--- config.mk ---
export PLATFORM = sky130hd
export DESIGN_NAME = dut_stim_sequencer
export DESIGN_NICKNAME = d
export VERILOG_FILES = /design/src/rtl/dut_seq_pkg.sv /design/src/rtl/dut_stim_sequencer_settle_timer.sv /design/src/rtl/dut_stim_sequencer.sv
export SDC_FILE = /design/constraint.sdc
export NUM_CORES = 1
export LEC_CHECK = 0
export CORE_MARGIN = 2
export CORE_UTILIZATION = 40
export CTS_CLUSTER_SIZE = 28
export DETAILED_ROUTE_END_ITERATION = 6
export HOLD_SLACK_MARGIN = 0.12
export SETUP_SLACK_MARGIN = 0.5
export SLEW_MARGIN = 5
export SYNTH_ARGS = -nofsm -noshare
export SYNTH_HDL_FRONTEND = slang
export SYNTH_HIERARCHICAL = 1
export SYNTH_SLANG_ARGS = --single-unit
export TNS_END_PERCENT = 10
--- constraint.sdc ---
create_clock -name CK -period 3.31 [get_ports CK]
set_input_delay 0.662 -clock CK [delete_from_list [all_inputs] [get_ports CK]]
set_output_delay 0.662 -clock CK [all_outputs]
set_load 0.02 [all_outputs]
--- src/rtl/dut_seq_pkg.sv ---
// dut_seq_pkg: shared types and limits for the stimulus sequencer.
package dut_seq_pkg;
  typedef enum logic [2:0] {IDLE, DRIVE, WAIT, EMIT, DONE} seq_state_e;
  localparam int REC_N_WIDTH = 1;
  localparam int SETTLE_MAX = 255;
  typedef struct packed {
    logic [REC_N_WIDTH-1:0] vec;
    logic out;
  } rec_t;
endpackage

--- src/rtl/dut_stim_sequencer_settle_timer.sv ---
// dut_settle_timer: loadable down-counter with a zero flag.
module dut_settle_timer #(
  parameter int CNT_W = 8
) (
  input  logic             clk,
  input  logic             rst_n,
  input  logic             load,
  input  logic             dec,
  input  logic [CNT_W-1:0] value,
  output logic             zero
);
  logic [CNT_W-1:0] cnt;
  always_ff @(posedge clk)
    if (!rst_n) cnt <= '0;
    else if (load) cnt <= value;
    else if (dec && !zero) cnt <= cnt - 1'b1;
  assign zero = cnt == '0;
endmodule

--- src/rtl/dut_stim_sequencer.sv ---
// dut_stim_sequencer: sweeps a DUT input 0..last_vec, settles, samples and
// streams {vector, output} records over valid/ready.
module dut_stim_sequencer
  import dut_seq_pkg::*;
#(
  parameter int N_WIDTH = 1,
  parameter int SETTLE  = 1,
  parameter int CNT_W   = 8
) (
  input  logic               CK,
  input  logic               reset,
  input  logic               start,
  input  logic               abort,
  input  logic [N_WIDTH-1:0] last_vec,
  output logic [N_WIDTH-1:0] dut_in,
  input  logic               dut_out,
  output logic               rec_valid,
  input  logic               rec_ready,
  output logic [N_WIDTH:0]   rec_data,
  output logic               busy,
  output logic               done,
  output logic               aborted
);
  localparam int SETTLE_C = SETTLE > SETTLE_MAX ? SETTLE_MAX : SETTLE;
  seq_state_e state, next;
  logic [N_WIDTH-1:0] vec, last;
  logic zero, take_abort;
  assign take_abort = abort && state != IDLE;
  always_ff @(posedge CK)
    state <= !reset ? IDLE : next;
  always_comb
    next = take_abort      ? IDLE :
           state == IDLE  ? (start ? DRIVE : IDLE) :
           state == DRIVE ? WAIT :
           state == WAIT  ? (zero ? EMIT : WAIT) :
           state == EMIT  ? (rec_ready ? (vec == last ? DONE : DRIVE) : EMIT) :
                            IDLE;
  always_comb begin
    busy = state != IDLE && state != DONE;
    done = state == DONE;
  end
  // Abort is the only path that withdraws a pending record.
  always_ff @(posedge CK)
    if (!reset) begin
      dut_in    <= '0;
      rec_valid <= 1'b0;
      rec_data  <= '0;
      aborted   <= 1'b0;
      vec       <= '0;
      last      <= '0;
    end else begin
      aborted <= take_abort;
      if (take_abort) begin
        rec_valid <= 1'b0;
        dut_in    <= '0;
      end else if (state == IDLE && start) begin
        last <= last_vec;
        vec  <= '0;
      end else if (state == DRIVE) dut_in <= vec;
      else if (state == WAIT && zero) begin
        rec_data  <= {dut_in, dut_out};
        rec_valid <= 1'b1;
      end else if (state == EMIT && rec_ready) begin
        rec_valid <= 1'b0;
        if (vec != last) vec <= vec + 1'b1;
      end
    end
  dut_settle_timer #(.CNT_W(CNT_W)) u_timer (
    .clk  (CK),
    .rst_n(reset),
    .load (state == DRIVE),
    .dec  (state == WAIT),
    .value(CNT_W'(SETTLE_C - 1)),
    .zero (zero)
  );
endmodule
Word level (Yosys, flattened, before mapping)

Index checks and enable logic that the tools add are counted.

Flip-flop bits (word level): 18
Input port bits: 7
Output and inout bits: 7
Logic and storage cells: 58

$add $sub $neg: 2
Equal/unequal tests: 9
Mux-type cells: 15
Bitwise gates (word level): 4
Reduce and logical (&&, ||, !) cells: 20

Operators by type and width:

| kind                                                                  | count |
|---|---|
| 3-bit 2-to-1 mux                                                      | 6 |
| 1-bit 2-to-1 mux                                                      | 9 |
| 8-bit logical NOT                                                     | 1 |
| 8-bit by 1-bit subtractor with 8-bit output, second input constant    | 1 |
| 3-bit by 2-bit equality test with 1-bit output, second input constant | 2 |
| 1-bit logical AND                                                     | 6 |
| 2-bit nonzero test                                                    | 3 |
| 5-bit AND reduction                                                   | 1 |
| 2-bit != test, second input constant                                  | 2 |
| 1-bit inverter                                                        | 4 |
| 2-bit AND reduction                                                   | 2 |
| 4-bit AND reduction                                                   | 1 |
| 2-bit OR reduction                                                    | 2 |
| 3-bit by 1-bit equality test with 1-bit output, second input constant | 1 |
| 3-bit equality test, second input constant                            | 1 |
| 3-bit logical NOT                                                     | 1 |
| 3-bit != test, second input constant                                  | 1 |
| 3-bit AND reduction                                                   | 1 |
| 3-bit nonzero test                                                    | 1 |
| 1-bit adder, second input constant                                    | 1 |
| 1-bit equality test                                                   | 1 |
| 1-bit logical NOT                                                     | 1 |
| 1-bit != test                                                         | 1 |

Logic depth before layout (Yosys ltp)

Gate-level depths: netlist of the first run.

Word-level depth: 7
Mapped depth: 7
Mapped depth without buffers: 7

Cells and area by module

Netlist of the first run, hierarchy kept.

By module, submodules not included:

| module             | instances | cells an instance | area an instance (µm²) | seq. area each (µm²) |
|---|---|---|---|---|
| dut_stim_sequencer | 1         | 59                | 513.0                  | 200.2 |
| dut_settle_timer   | 1         | 58                | 508.0                  | 160.2 |

Worst setup path before layout of the first run

Ideal clock, no wire load.

Path type: register to register
Start: reg u_timer.cnt[2]
End: reg vec
Setup time: 0.125 ns
Data arrival time: 1.957 ns
Data required time: 3.185 ns
Path slack: 1.228 ns
Stages on the path, launching flop included: 6
Cell sequence: dfxtp_1 -> or4_4 -> nor4_1 -> nor4bb_1 -> nor3_1 -> o2bb2ai_1

Longest elaborated chain between the ends: 4

RTL lines:

| what                          | line                                  | RTL |
|---|---|---|
| start: declaration            | dut_stim_sequencer_settle_timer.sv:12 | `logic [CNT_W-1:0] cnt;` |
| start signal: assignment      | dut_stim_sequencer_settle_timer.sv:15 | `else if (load) cnt <= value;` |
| start signal: assignment      | dut_stim_sequencer_settle_timer.sv:16 | `else if (dec && !zero) cnt <= cnt - 1'b1;` |
| 8-bit logical NOT             | dut_stim_sequencer_settle_timer.sv:17 | `assign zero = cnt == '0;` |
| named net zero                | dut_stim_sequencer.sv:27              | `logic zero, take_abort;` |
| 1-bit logical AND             | dut_stim_sequencer.sv:60              | `else if (state == WAIT && zero) begin` |
| 2-bit != test (no line)       | n/a                                   |  |
| 5-bit AND reduction (no line) | n/a                                   |  |
| end signal: assignment        | dut_stim_sequencer.sv:65              | `if (vec != last) vec <= vec + 1'b1;` |
| end: declaration              | dut_stim_sequencer.sv:26              | `logic [N_WIDTH-1:0] vec, last;` |

The timed path passes the listed nets, and every way through them passes these cells.
A chain may end at the register's enable or synchronous reset.

Worst setup path in the final report of the first run

Start: reg state[1]
End: out done

Longest elaborated chain between the ends: 1

RTL lines:

| what                     | line                     | RTL |
|---|---|---|
| start: declaration       | dut_stim_sequencer.sv:25 | `seq_state_e state, next;` |
| start signal: assignment | dut_stim_sequencer.sv:30 | `state <= !reset ? IDLE : next;` |
| 3-bit equality test      | dut_stim_sequencer.sv:40 | `done = state == DONE;` |
| end: declaration         | dut_stim_sequencer.sv:21 | `output logic done,` |

Every way passes these cells.

==> run summary, run 1 <==
Leakage Power - 0.479 nW
Yosys warning count - 6
Setup-failing EPs final - 0
Reg-to-Reg End - u_timer/cnt[7]
Root Driver - clkbuf_4
Status - completed
Post-DP HPWL - 1620 um
Post-Synth Adder-Cell Area - 0.0245
Met1 Usage GRT - 0.239
Cell area after layout - 1240 um^2
Starting DRT DRC Count - 9
Inst Count DP - 164
Startpoint of the worst hold path - rec_data[1]
Mapped Area - 1020 um^2
Hold Path Depth - 2
Final antenna-violating net count - 0
Layout fillers - 225
Maxcap violations - 0
Initial antenna violation count - 0
Complex-gate fraction of the synthesized area - 0.218
Syn_area_per_cell - 8.73 um^2
Die X-Extent - 54.5 um
Post-DP Area - 1210 um^2
Post-layout instance count excluding filler cells - 168
Placer Congestion - 0.784
Most common cell after layout, fill and taps aside - dfxtp_1
GRT Residual Overflow - 0
Sequential share of the synthesized area - 0.353
Post-synth EDFFs - 0
Die Ht - 54.5 um
IO Count - 14
Reg clk slew, reported paths - 110 ps
R2R Path Start - state[1]
R2R setup slack - 1020 ps
Worst setup margin - 830 ps
Synth area leader - dfxtp_1
Asr flop ratio synth - 0
Commonest non-fill, non-tap cells in the layout - dfxtp_1 (18), clkdlybuf4s50_1 (13)
Least-Margin Pin Slew - 550 ps
Fin nets - 148
R2R depth - 6
Setup Skew - 3.85 ps
Max Slew Vio Count - 0
Layout area overhead - 21.9%
Top post-synthesis cells by area - dfxtp_1 (35%), a21oi_1 (3.9%), o21ai_0 (3.9%), nand4b_1 (3.4%), nand2_1 (2.9%)
Clk_lat worst skew - 290 ps
Final Hold Slack - 489 ps
All-Layer GR Usage - 0.171
Final Util - 0.507
Total setup buffers inserted after CTS - 0
Vias - 900
Setup TNS - 0 ps
Power density cells - 534 nW/um^2
#FFs+latches synth - 18
Final Cycle Share - 0.749
Clock buffer depth - 2
Fmax - 403 MHz
Worst Path Required - 2650 ps
Critical path peak fanout - 12
Resize count post-CTS - 0
IO Port Bufs - 13
RSZ-0062 raised after global routing - false
TritonRoute pass-1 iters - 4
Routed WL - 2160 um
Worst Path Class, Setup - reg -> out
Grt met3 use - 0.0273
Ys flop type - dfxtp_1
Largest family of logic cells by synthesized area - simple AND/OR/NAND/NOR gates
Maximum VDD drop - 321 uV
Share of cells above drive strength 1 - 0.101
Drt drc - 0
Syn Inst Count - 117
Ant. Diodes - 0
Vias in the first global route - 843
Hold path endpoint - rec_data[1]
Worst hold path class - reg -> reg
Relative slew slack - 0.632
Mux cell area share after synthesis - 0.0196
Largest net degree at the start of global routing - 15
Fin crit period - 2480 ps
Total core area - 2450 um^2
Top cell type's share of synthesized area - 0.353
Fin. Hold Viols - 0
Worst Path Arrival - 1820 ps
Worst setup EP type - output pin
Setup WS pre-CTS - 1040 ps
Post-CTS Hold Buffers - 0
Die area - 2970 um^2
Power Total - 0.665 mW
Via density - 5.36
Setup crit start kind - flop
Num rows - 18
Initial Utilization - 0.416
Routed len/inst - 12.8 um
CTS tree - yes
Busiest metal layer after global routing - met2
GR Util met2 - 0.267
Netlist cell types - 44
Htree depth - 1
Simple-Gate Fraction of Synth Area - 0.300
Sink Count - 18
First-pass GRT wire length - 3750 um
Xor/xnor share of the synthesized area - 0.0343
Cts bufs inserted - 3
synthesized netlist by cell type, types with 2 or more instances:
library cell and instances:
and2_1 3, nand2_1 8, o31ai_1 4, nor3_1 3, mux2i_1 2, nor3b_1 3
nand2b_1 2, o21ai_0 8, xnor2_1 3, buf_2 2, nand4b_1 4, nor2_1 6
nand3_1 2, inv_1 7, a21oi_1 8, o21a_1 2, ha_1 2, nor4_1 2
or4_1 2, dfxtp_1 18, a31oi_1 2, clkbuf_1 2
critical path, cell delays in order, from the launching register on:
cell and delay, ps:
dfxtp_1 430, nor2_1 320, and2_1 180, clkdlybuf4s50_1 600
flip-flops by register name, indices dropped and copies added, names as in the netlist:
register	count
state	3
dut_in	1
aborted	1
rec_data	2
last	1
rec_valid	1
vec	1
u_timer/cnt	8
worst max path at each step:
stage                        start             end  slack, ps  cells after the start
floorplan           u_timer/cnt[2]             vec       1230                      5
global placement          state[1]  u_timer/cnt[7]       1110                      6
detailed placement        state[1]  u_timer/cnt[7]       1040                      6
CTS                       state[1]            done        810                      3
global route              state[1]            done        690                      3
finish                    state[1]            done        830                      3
report_power, final:
part	switching, mW	internal (mW)	total, mW
Sequential	0.0348	0.243	0.278
Combinational	0.132	0.119	0.252
Clock	0.0686	0.0669	0.135
Total	0.236	0.430	0.665
cell type report:
class / instances / area (um^2) / share of cell area
Timing Repair Buffer: 15 / 145 / 0.117
Clock buffer: 4 / 36.3 / 0.0291
Sequential cell: 18 / 360 / 0.289
Inverter: 7 / 26.3 / 0.0211
Multi-Input combinational cell: 94 / 639 / 0.514
Tap cell: 30 / 37.5 / 0.0302
logic make-up after synthesis:
family	count (synthesis)
xor+xnor	4
simple gates	47
mux	2
buf+inv	12
fa+ha+maj	2
other cells	1
flops	18
compound gates	31
metal layers:
metal | wire, um | share of wire
met1 | 1100 | 0.51
met2 | 959 | 0.44
met3 | 65 | 0.030
met4 | 28 | 0.013
met5 | 0 | 0
Power figures use the tool's default switching activity.
==> inputs of run 2 (changes only) <==
- clock period: 3.31 -> 2.55 ns (I/O delays scaled with it)
==> run summary, run 2 (synthesis gave the netlist of run 1 again) <==
Post-DP Area - 1240 um^2 (was 1210 um^2)
Worst-path cell chain - or4_4, nor4_2, nor4bb_1, nor3_1, o2bb2ai_1 (was nor2_1, and2_1, clkdlybuf4s50_1)
RSZ-0062 raised after global routing - true (was false)
Inst Count DP - 167 (was 164)
Worst hold path class - reg -> reg (unchanged)
Post-DP HPWL - 1630 um (was 1620 um)
Clk_lat worst skew - 290 ps (about the same)
Total core area - 2450 um^2 (unchanged)
Fin nets - 151 (was 148)
WP buf/inv - 0 (was 1)
Via density - 5.27 (was 5.36)
Register area - 362 um^2 (was 360 um^2)
Worst Path Required - 2730 ps (was 2650 ps)
Largest Register - u_timer/cnt (unchanged)
Num rows - 18 (unchanged)
Vias in the first global route - 812 (was 843)
Status - completed (unchanged)
Maximum VDD drop - 403 uV (was 321 uV)
Max stage delay cell, worst path - or4_4 (was clkdlybuf4s50_1)
Least-Margin Pin Slew - 714 ps (was 550 ps)
Starting DRT DRC Count - 6 (was 9)
Ant. Diodes - 0 (unchanged)
Htree depth - 1 (unchanged)
Final Cycle Share - 0.783
Die X-Extent - 54.5 um (unchanged)
CTS tree - yes (unchanged)
Die Ht - 54.5 um (unchanged)
Post-CTS Hold Buffers - 0 (unchanged)
All-Layer GR Usage - 0.172 (was 0.171)
Layout area overhead - 25.7% (was 21.9%)
Drt drc - 0 (unchanged)
Final antenna-violating net count - 0 (unchanged)
Commonest non-fill, non-tap cells in the layout - dfxtp_1 (17), clkdlybuf4s50_1 (11) (was dfxtp_1 (18), clkdlybuf4s50_1 (13))
Most common cell after layout, fill and taps aside - dfxtp_1 (unchanged)
Setup-failing EPs final - 0 (unchanged)
Fmax - 501 MHz
Setup TNS - 0 ps (unchanged)
TritonRoute pass-1 iters - 4 (unchanged)
GRT Residual Overflow - 0 (unchanged)
Root Driver - clkbuf_4 (unchanged)
Initial Utilization - 0.416 (unchanged)
Vias - 902 (was 900)
Largest regs - u_timer/cnt: 8 flops, state: 3 flops, rec_data: 2 flops (unchanged)
Share of cells above drive strength 1 - 0.156 (was 0.101)
Setup Skew - 3.64 ps (was 3.85 ps)
Worst Path Arrival - 2180 ps (was 1820 ps)
Die area - 2970 um^2 (unchanged)
IO Port Bufs - 13 (unchanged)
Largest net degree at the start of global routing - 13 (was 15)
IO Count - 14 (unchanged)
Worst setup EP type - flop (was output pin)
Crit path largest cell delay - 600 ps (about the same)
Setup crit start kind - flop (unchanged)
Clock buffer depth - 2 (unchanged)
Routed len/inst - 12.5 um (was 12.8 um)
Max Slew Vio Count - 0 (unchanged)
Cts bufs inserted - 3 (unchanged)
Fin. Hold Viols - 0 (unchanged)
Worst Path Class, Setup - reg -> reg (was reg -> out)
Initial antenna violation count - 0 (unchanged)
First-pass GRT wire length - 3720 um (was 3750 um)
Maxcap violations - 0 (unchanged)
Relative slew slack - 0.522 (was 0.632)
Number of flip-flops in the largest register - 8 (unchanged)
Area of the multi-input gates - 653 um^2 (was 639 um^2)
Post-layout instance count excluding filler cells - 171 (was 168)
Leakage Power - 0.516 nW (was 0.479 nW)
CP top delay family - simple AND/OR/NAND/NOR gates (was buffers and inverters)
Fin crit period - 2000 ps
Sink Count - 18 (unchanged)
Layout fillers - 239 (was 225)
Critical path peak fanout - 6 (was 12)
Placer Congestion - 0.822 (was 0.784)
Cell area after layout - 1280 um^2 (was 1240 um^2)
Routed WL - 2140 um (was 2160 um)
Reg clk slew, reported paths - 110 ps (about the same)
Power density cells - 681 nW/um^2 (was 534 nW/um^2)
==> run 2: layout make-up <==
type | count | share of cell area
multi-input combinational | 94 | 0.509
inverter | 7 | 0.0205
timing repair buffer | 18 | 0.132
sequential | 18 | 0.282
clock buffer | 4 | 0.0283
tap | 30 | 0.0292
==> run 2: metal layers <==
layer,track usage,part of all wire,up-vias
li1,-,-,476
met1,0.249,0.52,416
met5,0,0,-
met3,0.0273,0.029,2
met2,0.261,0.44,8
met4,0.0542,0.0093,0
==> run 2: timing repair <==
item	CTS	global route
gates cloned	0	0
resized for setup	2	4
hold endpoints to repair	0	0
buffers inserted	0	0
setup endpoints to repair	4	7
==> run 2: worst paths after layout <==
kind / startpoint / endpoint / cells after the start / slack (ps)
min: rec_valid / rec_valid / 2 / 490
max: u_timer/cnt[2] / vec / 5 / 550
max reg2reg: u_timer/cnt[2] / vec / 5 / 550
min reg2reg: rec_valid / rec_valid / 2 / 490
==> run 2: worst min-delay path, cell delays in order (launching register included) <==
cell	delay, ps
dfxtp_1	340
nand2_1	60
a21oi_1	50
==> run 2: power by group <==
group | leakage (nW) | switching [mW] | internal, mW | total (mW)
Sequential | 0.147 | 0.0411 | 0.317 | 0.358
Clock | 0.0210 | 0.0902 | 0.0868 | 0.177
Combinational | 0.348 | 0.177 | 0.163 | 0.340
==> run 2: metrics by stage <==
| stage | util | hold slack, ps | setup WS [ps] | total power [mW] |
|---|---|---|---|---|
| floorplan | - | 454 | 516 | 0.600 |
| detailed placement | 0.504 | 469 | 413 | 0.698 |
| CTS | 0.519 | 489 | 387 | 0.877 |
| global placement | 0.504 | 469 | 462 | 0.695 |
| finish | 0.523 | 487 | 553 | 0.875 |
| global route | 0.523 | 511 | 429 | 0.940 |
==> inputs of run 3 (changes only) <==
- clock period: 2.55 -> 2.1 ns (I/O delays scaled with it)
==> run summary, run 3 (synthesis gave the netlist of run 1 again) <==
WP buf/inv - 1 (was 0)
Grt met3 use - 0.0246 (was 0.0273)
Reg clk slew, reported paths - 100 ps (was 110 ps)
Fin crit period - 1810 ps (was 2000 ps)
Final antenna-violating net count - 0 (unchanged)
Largest net degree at the start of global routing - 14 (was 13)
Worst Path Required - 2280 ps (was 2730 ps)
Ant. Diodes - 0 (unchanged)
Busiest metal layer after global routing - met2 (unchanged)
Worst setup EP type - flop (unchanged)
First-pass GRT wire length - 4050 um (was 3720 um)
Post-CTS Hold Buffers - 0 (unchanged)
Worst hold path class - reg -> reg (unchanged)
Status - completed (unchanged)
Fin. Hold Viols - 0 (unchanged)
Leakage Power - 0.576 nW (was 0.516 nW)
Largest Register - u_timer/cnt (unchanged)
Setup TNS - 0 ps (unchanged)
Routed len/inst - 13.7 um (was 12.5 um)
Stages on the worst setup path - 6 (was 5)
Clock buffer depth - 2 (unchanged)
Placer Congestion - 0.801 (was 0.822)
Via density - 5.49 (was 5.27)
GR Util met2 - 0.291 (was 0.261)
CTS tree - yes (unchanged)
Vias - 994 (was 902)
IO Port Bufs - 13 (unchanged)
Fmax - 552 MHz (was 501 MHz)
Setup Skew - 4.01 ps (was 3.64 ps)
Met1 Usage GRT - 0.271 (was 0.249)
Critical path peak fanout - 4 (was 6)
Power density cells - 800 nW/um^2 (was 681 nW/um^2)
All-Layer GR Usage - 0.189 (was 0.172)
Initial Utilization - 0.416 (unchanged)
R2R depth - 6 (was 5)
Sink Count - 18 (unchanged)
Routed WL - 2480 um (was 2140 um)
Fin nets - 162 (was 151)
Most common cell after layout, fill and taps aside - buf_4 (was dfxtp_1)
Total core area - 2450 um^2 (unchanged)
Initial antenna violation count - 0 (unchanged)
Die X-Extent - 54.5 um (unchanged)
Final Cycle Share - 0.863 (was 0.783)
Maxcap violations - 0 (unchanged)
TritonRoute pass-1 iters - 4 (unchanged)
Share of cells above drive strength 1 - 0.298 (was 0.156)
CP endpoint - u_timer/cnt[7] (was vec)
IO Count - 14 (unchanged)
R2R Path Start - state[0] (was u_timer/cnt[2])
Worst-path cell chain - or3b_4, inv_4, or3b_4, nor3_4, mux2i_1, a21oi_1 (was or4_4, nor4_2, nor4bb_1, nor3_1, o2bb2ai_1)
Maximum VDD drop - 534 uV (was 403 uV)
Max stage delay cell, worst path - or3b_4 (was or4_4)
Number of flip-flops in the largest register - 8 (unchanged)
Vias in the first global route - 885 (was 812)
R2R setup slack - 290 ps (was 550 ps)
Final Hold Slack - 487 ps (about the same)
Cell mode on critical path - or3b_4
GRT Residual Overflow - 0 (unchanged)
RSZ-0062 raised after global routing - true (unchanged)
Num rows - 18 (unchanged)
Setup crit start kind - flop (unchanged)
Worst Path Class, Setup - reg -> reg (unchanged)
Clk_lat worst skew - 290 ps (about the same)
Crit path largest cell delay - 420 ps (was 600 ps)
Root Driver - clkbuf_4 (unchanged)
Cts bufs inserted - 3 (unchanged)
Largest regs - u_timer/cnt: 8 flops, state: 3 flops, rec_data: 2 flops (unchanged)
Worst setup path startpoint - state[0] (was u_timer/cnt[2])
Post-DP HPWL - 1670 um (was 1630 um)
Drt drc - 0 (unchanged)
Reg-to-Reg End - u_timer/cnt[7] (was vec)
Layout area overhead - 40.7% (was 25.7%)
Die Ht - 54.5 um (unchanged)
Htree depth - 1 (unchanged)
Die area - 2970 um^2 (unchanged)
Starting DRT DRC Count - 39 (was 6)
Commonest non-fill, non-tap cells in the layout - buf_4 (15), dfxtp_1 (12), clkdlybuf4s50_1 (11) (was dfxtp_1 (17), clkdlybuf4s50_1 (11))
CP top delay family - simple AND/OR/NAND/NOR gates (unchanged)
Worst Path Arrival - 1990 ps (was 2180 ps)
Setup-failing EPs final - 0 (unchanged)
Max Slew Vio Count - 0 (unchanged)
[run 3: worst min-delay path, stage by stage, from the launching register on]
cell and delay (ps):
dfxtp_1 340, nand2_1 50, a21oi_1 60
[run 3: per-stage QoR]
stage	power (mW)	instances	area (um^2)	worst slack, ps	util
floorplan	0.762	124	1090	278	-
global placement	0.881	168	1270	195	0.518
detailed placement	0.884	168	1270	163	0.518
CTS	1.13	180	1410	310	0.575
global route	1.23	181	1440	206	0.585
finish	1.15	181	1440	288	0.585
[run 3: what timing repair did]
item	CTS	global route
setup endpoints to repair	20	21
pin swaps	7	3
resized for setup	22	6
cloned	0	0
setup buffers	9	1
[run 3: routing by layer]
layer,wire length (um),vias to the layer above
met1,1160,462
met3,146,2
li1,-,500
met5,0,-
met2,1160,30
met4,12,0
[run 3: where the power goes]
group	switching [mW]	total [mW]	internal, mW
Clock	0.107	0.174	0.0667
Combinational	0.258	0.531	0.273
Sequential	0.0554	0.444	0.389
[run 3: area by class of cell]
class,instances,area [um^2]
multi-input cells,94,722
repair buffers,29,250
inverters,7,28.8
clock buffers,3,22.5
flip-flops and latches,18,375
well taps,30,37.5
fillers,218,1020
[run 3: worst min-delay path by stage]
stage / start / to / slack [ps] / cells past startpoint
finish: rec_valid / rec_valid / 490 / 2
global route: rec_valid / rec_valid / 510 / 2
CTS: rec_valid / rec_valid / 490 / 2
detailed placement: rec_valid / rec_valid / 470 / 2
global placement: rec_valid / rec_valid / 470 / 2
floorplan: vec / vec / 450 / 2
